[config.mk]
export PLATFORM = sky130hd
export DESIGN_NAME = vga_frame_reader
export DESIGN_NICKNAME = d
export VERILOG_FILES = /design/src/rtl/vga_frame_reader.sv
export SDC_FILE = /design/constraint.sdc
export NUM_CORES = 1
export LEC_CHECK = 0
export BUFFER_PORTS_ARGS = -buffer_cell sky130_fd_sc_hd__buf_2
export CAP_MARGIN = 20
export CORE_MARGIN = 2
export CORE_UTILIZATION = 55
export CTS_CLUSTER_DIAMETER = 200
export DETAILED_ROUTE_END_ITERATION = 8
export PLACE_DENSITY = 0.79
export SKIP_LAST_GASP = 1
export SLEW_MARGIN = 15
export SYNTH_ARGS = -nofsm -noshare
export SYNTH_HDL_FRONTEND = slang
export SYNTH_SLANG_ARGS = --single-unit
[constraint.sdc]
create_clock -name clk_25mhz -period 2.14 [get_ports clk_25mhz]
set_input_delay 0.214 -clock clk_25mhz [delete_from_list [all_inputs] [get_ports clk_25mhz]]
set_output_delay 0.214 -clock clk_25mhz [all_outputs]
set_load 0.1 [all_outputs]
[src/rtl/vga_frame_reader.sv]
// VGA 640x480@60 timing generator that fetches a 320x240 window from a synchronous-read
// frame buffer and emits counters, syncs and colour aligned to the returned pixel data.
module vga_frame_reader #(
  parameter int H_VISIBLE   = 640,
  parameter int H_FP        = 16,
  parameter int H_SYNC      = 96,
  parameter int H_BP        = 48,
  parameter int V_VISIBLE   = 480,
  parameter int V_FP        = 10,
  parameter int V_SYNC      = 2,
  parameter int V_BP        = 33,
  parameter int IMG_H_START = 160,
  parameter int IMG_W       = 320,
  parameter int IMG_V_START = 120,
  parameter int IMG_H       = 240,
  parameter int MEM_LATENCY = 2,
  parameter int ADDR_W      = 17
) (
  input  logic              clk_25mhz,
  input  logic              rst_n,
  input  logic              enable,
  output logic              rd_en,
  output logic [ADDR_W-1:0] rd_addr,
  input  logic [11:0]       rd_data,
  output logic [9:0]        hcounter,
  output logic [9:0]        vcounter,
  output logic              hsync,
  output logic              vsync,
  output logic              video_on,
  output logic [3:0]        r_out,
  output logic [3:0]        g_out,
  output logic [3:0]        b_out,
  output logic              frame_start
);

  localparam int H_TOTAL   = H_VISIBLE + H_FP + H_SYNC + H_BP;
  localparam int V_TOTAL   = V_VISIBLE + V_FP + V_SYNC + V_BP;
  localparam int HS_START  = H_VISIBLE + H_FP;
  localparam int HS_END    = HS_START + H_SYNC;
  localparam int VS_START  = V_VISIBLE + V_FP;
  localparam int VS_END    = VS_START + V_SYNC;
  localparam int IMG_H_END = IMG_H_START + IMG_W;
  localparam int IMG_V_END = IMG_V_START + IMG_H;

  typedef struct packed {
    logic       vld;
    logic [9:0] h;
    logic [9:0] v;
    logic       hs;
    logic       vs;
    logic       vis;
    logic       win;
  } stage_t;

  localparam stage_t STAGE_RST = '{vld: 1'b0, h: 10'd0, v: 10'd0,
                                   hs: 1'b1, vs: 1'b1, vis: 1'b0, win: 1'b0};

  logic [9:0]        r_h;
  logic [9:0]        r_v;
  logic [ADDR_W-1:0] r_addr;
  stage_t            r_pipe [MEM_LATENCY];

  logic   w_h_last;
  logic   w_v_last;
  logic   w_hsync;
  logic   w_vsync;
  logic   w_vis;
  logic   w_win;
  stage_t w_raw;
  stage_t w_tail;

  // Decode raw-position flags from the registered counters.
  always_comb begin
    w_h_last = (r_h == 10'(H_TOTAL - 1));
    w_v_last = (r_v == 10'(V_TOTAL - 1));
    w_hsync  = !((r_h >= 10'(HS_START)) && (r_h < 10'(HS_END)));
    w_vsync  = !((r_v >= 10'(VS_START)) && (r_v < 10'(VS_END)));
    w_vis    = (r_h < 10'(H_VISIBLE)) && (r_v < 10'(V_VISIBLE));
    w_win    = (r_h >= 10'(IMG_H_START)) && (r_h < 10'(IMG_H_END)) &&
               (r_v >= 10'(IMG_V_START)) && (r_v < 10'(IMG_V_END));
    w_raw    = '{vld: 1'b1, h: r_h, v: r_v, hs: w_hsync, vs: w_vsync, vis: w_vis, win: w_win};
  end

  // Raw h/v position; a disable parks it at the origin so timing restarts cleanly.
  always_ff @(posedge clk_25mhz or negedge rst_n) begin
    if (!rst_n) begin
      r_h <= 10'd0;
      r_v <= 10'd0;
    end else if (!enable) begin
      r_h <= 10'd0;
      r_v <= 10'd0;
    end else if (w_h_last) begin
      r_h <= 10'd0;
      r_v <= w_v_last ? 10'd0 : r_v + 10'd1;
    end else begin
      r_h <= r_h + 10'd1;
    end
  end

  // Linear read address: one step per window pixel, restarted at every frame boundary.
  always_ff @(posedge clk_25mhz or negedge rst_n) begin
    if (!rst_n) begin
      r_addr <= {ADDR_W{1'b0}};
    end else if (!enable || (w_h_last && w_v_last)) begin
      r_addr <= {ADDR_W{1'b0}};
    end else if (w_win) begin
      r_addr <= r_addr + ADDR_W'(1);
    end else begin
      r_addr <= r_addr;
    end
  end

  // Alignment delay line matching the memory latency; a disable flushes every stage.
  always_ff @(posedge clk_25mhz or negedge rst_n) begin
    if (!rst_n) begin
      for (int i = 0; i < MEM_LATENCY; i++) r_pipe[i] <= STAGE_RST;
    end else if (!enable) begin
      for (int i = 0; i < MEM_LATENCY; i++) r_pipe[i] <= STAGE_RST;
    end else begin
      r_pipe[0] <= w_raw;
      for (int i = 1; i < MEM_LATENCY; i++) r_pipe[i] <= r_pipe[i-1];
    end
  end

  // Output stage: colour is only taken from memory while the aligned pixel is in the window.
  always_comb begin
    w_tail   = r_pipe[MEM_LATENCY-1];
    rd_en    = w_win;
    rd_addr  = r_addr;
    hcounter = w_tail.h;
    vcounter = w_tail.v;
    hsync    = w_tail.hs;
    vsync    = w_tail.vs;
    video_on = w_tail.vis;
    if (w_tail.win) begin
      {r_out, g_out, b_out} = rd_data;
    end else begin
      {r_out, g_out, b_out} = 12'h000;
    end
    frame_start = w_tail.vld && (w_tail.h == 10'd0) && (w_tail.v == 10'd0);
  end

endmodule
==> run metrics, run 1 <==
#FFs+latches synth 87; Net Sw Frac 0.232; Slew @ Worst Pin 0.512 ns; Comb pwr share 0.050; internal power 2150 uW; clock latency on the worst-skew pair 0.35 ns; Switch Pwr 651 uW; sequential share of the synthesized area 0.562; Period Utilization, post-route 0.967; clock skew 0.00710 ns; storage element area 2200 um^2; crit path capture type register; status completed; global placement routability congestion 0.898; Reg power frac 0.593; Starting Density 0.568; Post-Place Worst Slack 0.0732 ns; Synth-to-Final Area Change 16.5%; Bufs on Longest Clock Path 2; Hold WC Path Type in -> reg; Yosys cell types 42; Routed WL per cell 13.8 um; CTS Buf Count 9; Primary FF master, synth dfrtp_1; minimum clock period 2.07 ns; Syn Area/Cell 10.5 um^2; clk sink count 87; chip width 88.0 um; syn_nets 391; antenna cell count 0; setup TNS 0 ns; Cells after Synth 370; initial antenna violation count 0; CP Launch Type register; clock power share 0.357; Via Count 2772; PwrDens 620 nW/um^2; Design Area, Final 4520 um^2; final hold viol count 0; CTS Root Buffer Type clkbuf_8; num ports 69; worst path required time 2.37 ns; cell taking the most area after synthesis dfrtp_1; Max-Cap Viols 0; Final nets 454; IR drop worst, VDD 0.330 mV; total grt overflow 0; Leak 0.00219 uW; CP Class reg -> reg; YS warnings 0; Initial DRT Pass Iterations 4; Core Area 6830 um^2; top cells by area, synth dfrtp_1, and2_1, buf_4; EDFF count, synth 0; share of cells above drive strength 1 0.292; first-pass GRT wire length 11800 um; DP Area 4280 um^2; Via density 5.19; row count 30; Crit Path Max Fanout 5; area share of the largest cell type after synthesis 0.535; Die Span Y 88.0 um; post-route setup slack 0.0707 ns; largest net degree at the start of global routing 61; Fillers 544; Slew HR 0.658; Routed WL 7350 um; Slew Viols, Final 0; Detail Placement HPWL 5090 um; FMAX 483 MHz; GRT Util Overall 0.200; Die Area 7750 um^2; post-route ant nets 0; r2r setup slk 0.07 ns; Setup violations, final 0; multi-input logic area 1470 um^2; critical path data arrival time 2.30 ns; vias in the first global route 2501; clk slew on worst S/H paths 0.08 ns; CTS tree done; drc violations 0; Iteration-0 DRC Markers 237; H-tree Lvls 3; fraction of registers with async set/reset 1.00; Mapped Area 3880 um^2; Port Buf Inserts 68
==> cell families after synthesis <==
| logic type | count (synthesis) | synth area share |
|---|---|---|
| AO/OA/AOI/OAI | 28 | 0.0486 |
| XOR/XNOR | 24 | 0.0541 |
| adder cells (fa/ha/maj) | 6 | 0.0193 |
| buffers and inverters | 46 | 0.0654 |
| flip-flops | 87 | 0.562 |
| AND/OR/NAND/NOR | 179 | 0.251 |
==> power by group through the flow <==
stage | clock network [uW] | logic (uW) | registers [uW]
2_1_floorplan | 0 | 65.4 | 1700
4_1_cts | 1020 | 141 | 1660
5_1_grt | 1090 | 157 | 1660
6_report | 1000 | 141 | 1660
3_3_place_gp | 0 | 138 | 1690
3_5_place_dp | 0 | 140 | 1690
==> state kept, by name, summed over array words and instances (netlist names) <==
| register | count |
|---|---|
| r_h | 10 |
| hcounter | 10 |
| vcounter | 10 |
| r_pipe | 27 |
| rd_addr | 17 |
| vsync | 1 |
| r_v | 10 |
| video_on | 1 |
| hsync | 1 |
==> worst max-delay path: stages (launching register included) <==
cell	delay (ns)
dfrtp_1	0.39
inv_1	0.13
ha_1	0.18
nand4bb_1	0.11
or4_1	0.60
o21ai_4	0.22
o2bb2ai_1	0.10
a22o_1	0.23
==> cells in the final DEF (no fill, tap or decap), drive strengths merged, types with 3 or more instances in the layout <==
master  instances
nor3            7
or4             5
clkbuf         13
dfstp           4
nor4           10
inv            13
o22ai           3
o21ai          10
and2           50
buf            84
and3            6
nand2          22
nand3          12
or3             3
a21oi           5
nand4          10
and4            3
ha              6
xor2            9
or2             6
nor2           39
dfrtp          83
xnor2          15
==> repair_timing <==
| action | 4_1_cts | 5_1_grt |
|---|---|---|
| hold buffers | 1 | 0 |
| endpoints found under the hold margin | 26 | 0 |
| setup buffers | 0 | 2 |
| gates resized for setup | 3 | 10 |
| pin swaps | 0 | 2 |
| setup endpoints to repair | 1 | 26 |
==> cell type report <==
| cell class | instances | area share |
|---|---|---|
| Timing Repair Buffer | 86 | 0.113 |
| Clock buffer | 12 | 0.0321 |
| Multi-Input combinational cell | 237 | 0.326 |
| Clock inverter | 4 | 0.00664 |
| Inverter | 12 | 0.00996 |
| Sequential cell | 87 | 0.486 |
| Tap cell | 96 | 0.0265 |
==> path summary, 6_finish.rpt <==
path / startpoint / to / depth (start not counted)
min in group asynchronous: rst_n / r_h[6]$_DFF_PN0_ / 2
worst min-delay path: enable / r_pipe[49]$_DFF_PN0_ / 2
max in group asynchronous: rst_n / r_pipe[27]$_DFF_PN1_ / 3
worst min register to register: r_pipe[34]$_DFF_PN0_ / vcounter[5]$_DFF_PN0_ / 1
worst max register to register: r_v[0]$_DFFE_PN0P_ / rd_addr[11]$_DFFE_PN0P_ / 7
worst max-delay path: r_v[0]$_DFFE_PN0P_ / rd_addr[11]$_DFFE_PN0P_ / 7
==> synthesized netlist by cell type (3+ instances only) <==
library cell,number
dfrtp_1,83
dfstp_2,4
inv_1,10
nand4_1,10
nor3_1,7
nand2_1,22
xor2_1,9
nor2_1,39
nand3_1,12
or3_1,3
o22ai_1,3
and2_1,50
buf_2,5
o21ai_0,9
and4_1,3
buf_4,20
nor4_1,10
xnor2_1,15
clkbuf_1,9
a21oi_1,5
or4_1,4
and3_1,6
or2_2,3
ha_1,6
==> through the flow <==
step                      total power, uW  std cells  utilization  hold slack, ns
after floorplan                      1770        370            -         -0.0816
after global placement               1830        515        0.626           0.166
after detailed placement             1830        515        0.626           0.168
after CTS                            2820        532        0.655           0.222
after global routing                 2910        534        0.662           0.228
final                                2800        534        0.662           0.236
==> per-layer routing <==
metal	track usage	wire length (um)	up-vias
li1	-	-	1348
met1	0.281	3340	1329
met2	0.306	3530	84
met3	0.0518	380	11
met4	0.0661	97	0
met5	0	0	-
No activity file was read; power rests on OpenSTA's default activity.
==> inputs of run 2 (changes only) <==
--- a/config.mk
+++ b/config.mk
@@ -7,11 +7,13 @@
 export LEC_CHECK = 0
 export BUFFER_PORTS_ARGS = -buffer_cell sky130_fd_sc_hd__buf_2
 export CAP_MARGIN = 20
+export CELL_PAD_IN_SITES_DETAIL_PLACEMENT = 1
+export CELL_PAD_IN_SITES_GLOBAL_PLACEMENT = 2
 export CORE_MARGIN = 2
-export CORE_UTILIZATION = 55
+export CORE_UTILIZATION = 35
 export CTS_CLUSTER_DIAMETER = 200
 export DETAILED_ROUTE_END_ITERATION = 8
-export PLACE_DENSITY = 0.79
+export PLACE_DENSITY = 0.77
 export SKIP_LAST_GASP = 1
 export SLEW_MARGIN = 15
 export SYNTH_ARGS = -nofsm -noshare
==> run metrics, run 2 (synthesis results as in run 1) <==
CTS tree done; setup TNS 0 ns (unchanged); post-route ant nets 0 (unchanged); row count 38 (+27%); Detail Placement HPWL 6340 um (+25%); largest reg by FF count r_pipe; Port Buf Inserts 68 (unchanged); Initial DRT Pass Iterations 4 (unchanged); Net Sw Frac 0.243 (+0.0109); Via Count 2771 (-0.036%); num ports 69 (unchanged); Max-Cap Viols 0 (unchanged); CP Launch Type register; Reg power frac 0.557 (-0.036); Die Span Y 109 um (+24%); CTS Buf Count 9 (unchanged); Largest register FFs 27 (unchanged); Worst Hold Depth 4 (+2); Leak 0.00225 uW (+3.0%); Crit Path Max Fanout 8 (+3); Slew Viols, Final 0 (unchanged); clock skew 0.0153 ns (+0.00817 ns); critical path data arrival time 1.86 ns (-0.44 ns); Crit path max-delay family simple AND/OR/NAND/NOR gates; Comb pwr share 0.052 (+0.002); Starting Density 0.358 (-0.210); total grt overflow 0 (unchanged); Period Utilization, post-route 0.968 (+0.00146); final core utilization 0.431 (-0.231); FMAX 483 MHz (-0.15%); leading cell type in the layout, fill and taps excluded dfrtp_1; IR drop worst, VDD 0.309 mV (-6.4%); initial antenna violation count 0 (unchanged); Iteration-0 DRC Markers 120 (-49%); Die Area 12000 um^2 (+54%); RSZ-0062 raised after global routing true; Routed WL 8800 um (+20%); worst path required time 1.93 ns (-0.44 ns); critical path depth in cells 5 (-2); clk slew on worst S/H paths 0.10 ns (+0.02 ns); Routed WL per cell 15.0 um (+9.2%); global placement routability congestion 0.811 (-9.7%); drc violations 0 (unchanged); largest net degree at the start of global routing 52 (-15%); PwrDens 640 nW/um^2 (+3.2%); Fillers 1253 (+130%); share of cells above drive strength 1 0.309 (+0.0172); Via density 4.73 (-8.9%); chip width 109 um (+24%); CP peak stage delay 0.45 ns (-0.15 ns); CTS Root Buffer Type clkbuf_8; crit path capture type output pin; GRT Util Overall 0.155 (-0.0452); antenna cell count 0 (unchanged); minimum clock period 2.07 ns (+0.00313 ns); clock power share 0.392 (+0.035); Final nets 462 (+1.8%); internal power 2260 uW (+5.0%); first-pass GRT wire length 14000 um (+19%); CP Buf/Inv Count 2 (+1); Slew HR 0.660 (+0.00197); Core Area 10800 um^2 (+59%); clk sink count 87 (unchanged); Switch Pwr 727 uW (+12%); Bufs on Longest Clock Path 2 (unchanged); R2R cell count 7 (unchanged); Synth-to-Final Area Change 20.3%; status completed; Setup violations, final 0 (unchanged); Placed Cells 563 (+9.3%); critical-path cell list a211oi_1, nand3_1, or2_4, inv_2, buf_12; final std cells w/o fill 586 (+9.7%); final hold viol count 0 (unchanged); vias in the first global route 2737 (+9.4%); CP max-delay cell dfrtp_1; CP Class reg -> out; clock latency on the worst-skew pair 0.36 ns (about the same); Slew @ Worst Pin 0.509 ns (-0.00240 ns); Hold WC Path Type in -> reg; H-tree Lvls 3 (unchanged); most frequent cells in the layout dfrtp_1, buf_2, and2_1, nor2_1, buf_4
[run 2: cell count changes in the layout (fill, tap and decap cells not counted), sizes merged]
| cell | previous run | this run |
|---|---|---|
| buf | 84 | 92 |
| inv | 13 | 16 |
| clkbuf | 13 | 11 |
| clkinvlp | 1 | 0 |
| bufinv | 0 | 1 |
| clkinv | 2 | 1 |
[run 2: area by class of cell]
| cell class | count | area, um^2 | share of cell area |
|---|---|---|---|
| Clock buffer | 10 | 128 | 0.0273 |
| Clock inverter | 6 | 72.6 | 0.0155 |
| Inverter | 12 | 45.0 | 0.00964 |
| Multi-Input combinational cell | 237 | 1480 | 0.317 |
| Sequential cell | 87 | 2200 | 0.470 |
| Tap cell | 140 | 175 | 0.0375 |
| Timing Repair Buffer | 94 | 572 | 0.122 |
[run 2: worst paths after layout]
kind                       slack (ns)                     to                 start
max reg2reg                      0.07     r_v[9]$_DFFE_PN0P_      r_h[1]$_DFF_PN0_
min reg2reg                      0.46  vcounter[8]$_DFF_PN0_  r_pipe[37]$_DFF_PN0_
max                              0.07                  rd_en    r_v[9]$_DFFE_PN0P_
min                              0.22       r_h[0]$_DFF_PN0_                enable
min in group asynchronous        0.35       r_h[8]$_DFF_PN0_                 rst_n
max in group asynchronous        1.14   r_pipe[28]$_DFF_PN1_                 rst_n
[run 2: what timing repair did]
action / in CTS / in global routing
setup buffers: 0 / 6
resized for setup: 3 / 14
endpoints found under the hold margin: 34 / 0
hold buffers: 1 / 0
pin swaps: 0 / 4
endpoints found under the setup margin: 1 / 27
gates cloned: 0 / 0
[run 2: power groups by stage]
| stage | registers, uW | clock network (uW) | logic [uW] |
|---|---|---|---|
| floorplan | 1700 | 0 | 65.4 |
| global placement | 1690 | 0 | 143 |
| detailed placement | 1690 | 0 | 145 |
| CTS | 1660 | 1210 | 147 |
| global route | 1670 | 1290 | 172 |
| finish | 1660 | 1170 | 154 |
[run 2: metrics by stage]
stage | setup WS (ns) | total power [uW] | hold WS (ns) | area, um^2
6_report | 0.0676 | 2990 | 0.220 | 4670
5_1_grt | -0.104 | 3130 | 0.222 | 4670
4_1_cts | 0.00499 | 3020 | 0.208 | 4580
3_5_place_dp | 0.0313 | 1840 | 0.224 | 4360
3_3_place_gp | 0.0890 | 1840 | 0.228 | 4360
2_1_floorplan | -0.0129 | 1770 | -0.0816 | 3900
[run 2: worst reg2reg max path, delay by kind of cell (launching register included)]
family / cells / cell delay [ns]
AND/OR/NAND/NOR: 3 / 0.64
AO/OA/AOI/OAI: 2 / 0.54
adder cells (fa/ha/maj): 1 / 0.17
buffers and inverters: 1 / 0.23
flip-flops: 1 / 0.42
[run 2: metal layers]
layer  share of wire  vias up  routed length [um]  global-route usage
li1                -     1358                   -                   -
met1            0.47     1351                4170               0.223
met2            0.47       54                4160               0.231
met3           0.042        8                 371              0.0356
met4           0.012        0                 102              0.0488
met5               0        -                   0                   0
==> inputs of run 3 (changes only) <==
--- a/config.mk
+++ b/config.mk
@@ -9,6 +9,7 @@
 export CAP_MARGIN = 20
 export CELL_PAD_IN_SITES_DETAIL_PLACEMENT = 1
 export CELL_PAD_IN_SITES_GLOBAL_PLACEMENT = 2
+export CORE_ASPECT_RATIO = 1.1
 export CORE_MARGIN = 2
 export CORE_UTILIZATION = 35
 export CTS_CLUSTER_DIAMETER = 200
==> run metrics, run 3 (synthesis results as in run 1) <==
clk slew on worst S/H paths 0.06 ns (-0.04 ns); Slew @ Worst Pin 0.632 ns (+0.123 ns); CP Launch Type register; Max-Cap Viols 0 (unchanged); Worst Hold End r_pipe[49]$_DFF_PN0_; Port Buf Inserts 68 (unchanged); Iteration-0 DRC Markers 95 (-21%); Setup violations, final 0 (unchanged); CP max-delay cell buf_2; clk sink count 87 (unchanged); most frequent cells in the layout dfrtp_1, buf_2, and2_1, nor2_1, buf_4; CTS tree done; R2R Path End rd_addr[11]$_DFFE_PN0P_; Initial DRT Pass Iterations 4 (unchanged); internal power 2490 uW (+10%); Leak 0.00228 uW (+1.3%); share of cells above drive strength 1 0.303 (-0.00605); Fin Hold WS 0.183 ns (-0.0372 ns); Routed WL 8520 um (-3.3%); chip width 104 um (-4.5%); global placement routability congestion 0.800 (-1.4%); IR drop worst, VDD 0.307 mV (-0.63%); Net Sw Frac 0.234 (-0.00908); total power 3250 uW (+8.8%); PwrDens 687 nW/um^2 (+7.3%); Detail Placement HPWL 6270 um (-1.2%); final core utilization 0.436 (+0.00520); CTS Root Buffer Type clkbuf_16; initial antenna violation count 0 (unchanged); Crit Path Max Fanout 2 (-6); r2r setup slk 0.13 ns (+0.06 ns); Hold WC Path Type in -> reg; Core Area 10900 um^2 (+0.18%); drc violations 0 (unchanged); Hold Crit Start enable; Starting Density 0.358 (-0.000660); row count 40 (+5.3%); multi-input logic area 1480 um^2 (+0.17%); Worst Hold Depth 1 (-3); Via density 4.78 (+1.0%); Bufs on Longest Clock Path 2 (unchanged); CP Class reg -> out; Die Area 12000 um^2 (about the same); Comb pwr share 0.047 (-0.005); GRT Util Overall 0.154 (-0.000194); clock latency on the worst-skew pair 0.34 ns (-0.02 ns); critical path data arrival time 1.81 ns (-0.05 ns); Synth-to-Final Area Change 21.9%; Via Count 2828 (+2.1%); Fillers 1257 (+0.32%); num ports 69 (unchanged); Switch Pwr 761 uW (+4.7%); crit path capture type output pin; minimum clock period 2.02 ns (-0.0504 ns); post-route ant nets 0 (unchanged); Slew Viols, Final 0 (unchanged); CP peak stage delay 0.42 ns (-0.03 ns); storage element area 2190 um^2 (-0.11%); FMAX 495 MHz (+2.5%); antenna cell count 0 (unchanged); CTS Buf Count 9 (unchanged); final hold viol count 0 (unchanged); R2R cell count 6 (-1); critical-path cell list nor4_1, nand4_1, nor2_2, buf_2; Routed WL per cell 14.4 um (-4.2%); clock skew 0.00858 ns (-0.00669 ns); status completed; largest net degree at the start of global routing 52 (unchanged); H-tree Lvls 3 (unchanged); Final nets 462 (unchanged); leading cell type in the layout, fill and taps excluded dfrtp_1; largest reg by FF count r_pipe; total grt overflow 0 (unchanged); vias in the first global route 2930 (+7.1%); Die Span Y 114 um (+4.7%); Slew HR 0.579 (-0.0817); Reg power frac 0.512 (-0.045); worst path required time 1.93 ns (about the same); post-route setup slack 0.118 ns (+0.0504 ns); Period Utilization, post-route 0.945 (-0.0236); Worst R2R Start r_h[0]$_DFF_PN0_; Post-Place Worst Slack 0.0288 ns (-0.00249 ns); clock power share 0.440 (+0.048); Largest register FFs 27 (unchanged); first-pass GRT wire length 14600 um (+3.9%)
-- run 3: cell count changes in the layout (fill, tap and decap cells not counted), sizes merged --
| cell | previous run | this run |
|---|---|---|
| clkinv | 1 | 4 |
| clkbuf | 11 | 9 |
| inv | 16 | 14 |
| buf | 92 | 93 |
| bufinv | 1 | 0 |
-- run 3: layout make-up --
| type | instances | share of cell area |
|---|---|---|
| inverter | 12 | 0.0100 |
| multi-input combinational | 237 | 0.313 |
| tap | 147 | 0.0388 |
| timing repair buffer | 94 | 0.117 |
| clock inverter | 6 | 0.00951 |
| sequential | 87 | 0.463 |
| clock buffer | 9 | 0.0476 |
-- run 3: timing repair --
item / CTS / global route
hold buffers: 1 / 0
setup buffers: 0 / 4
pin swaps: 0 / 6
endpoints found under the setup margin: 1 / 23
cloned: 0 / 0
endpoints found under the hold margin: 45 / 0
gates resized for setup: 1 / 6
-- run 3: worst max-delay path by stage --
stage,from,end,slack [ns],cells after the start
floorplan,rd_addr[0]$_DFFE_PN0P_,rd_addr[16]$_DFFE_PN0P_,-0.01,4
global placement,r_h[0]$_DFF_PN0_,rd_addr[11]$_DFFE_PN0P_,0.09,6
detailed placement,r_h[0]$_DFF_PN0_,rd_addr[11]$_DFFE_PN0P_,0.03,6
CTS,r_h[0]$_DFF_PN0_,rd_addr[11]$_DFFE_PN0P_,0.02,6
global route,r_h[0]$_DFF_PN0_,rd_addr[5]$_DFFE_PN0P_,-0.01,6
finish,hcounter[1]$_DFF_PN0_,frame_start,0.12,4
-- run 3: per-stage QoR --
| stage | instances | instance area (um^2) | setup TNS [ns] |
|---|---|---|---|
| after detailed placement | 572 | 4390 | 0 |
| after CTS | 588 | 4670 | 0 |
| final | 592 | 4740 | 0 |
| after floorplan | 370 | 3900 | -0.0129 |
| after global routing | 592 | 4740 | -0.0118 |
| after global placement | 572 | 4390 | 0 |
-- run 3: routing by layer --
layer / track usage / up-vias / share of wire
met4: 0.0757 / 0 / 0.021
met5: 0 / - / 0
met3: 0.0250 / 13 / 0.034
met1: 0.198 / 1390 / 0.48
li1: - / 1370 / -
met2: 0.255 / 55 / 0.47
-- run 3: worst max-delay path, delay by kind of cell (launching register included) --
| family | cells | cell delay, ns |
|---|---|---|
| simple gates | 3 | 0.67 |
| buf+inv | 1 | 0.42 |
| flops | 1 | 0.38 |
-- run 3: power groups by stage --
stage          sequential (uW)  combinational (uW)  clock (uW)
3_3_place_gp              1690                 145           0
2_1_floorplan             1700                65.4           0
5_1_grt                   1670                 172        1530
6_report                  1670                 154        1430
4_1_cts                   1660                 149        1480
3_5_place_dp              1700                 147           0
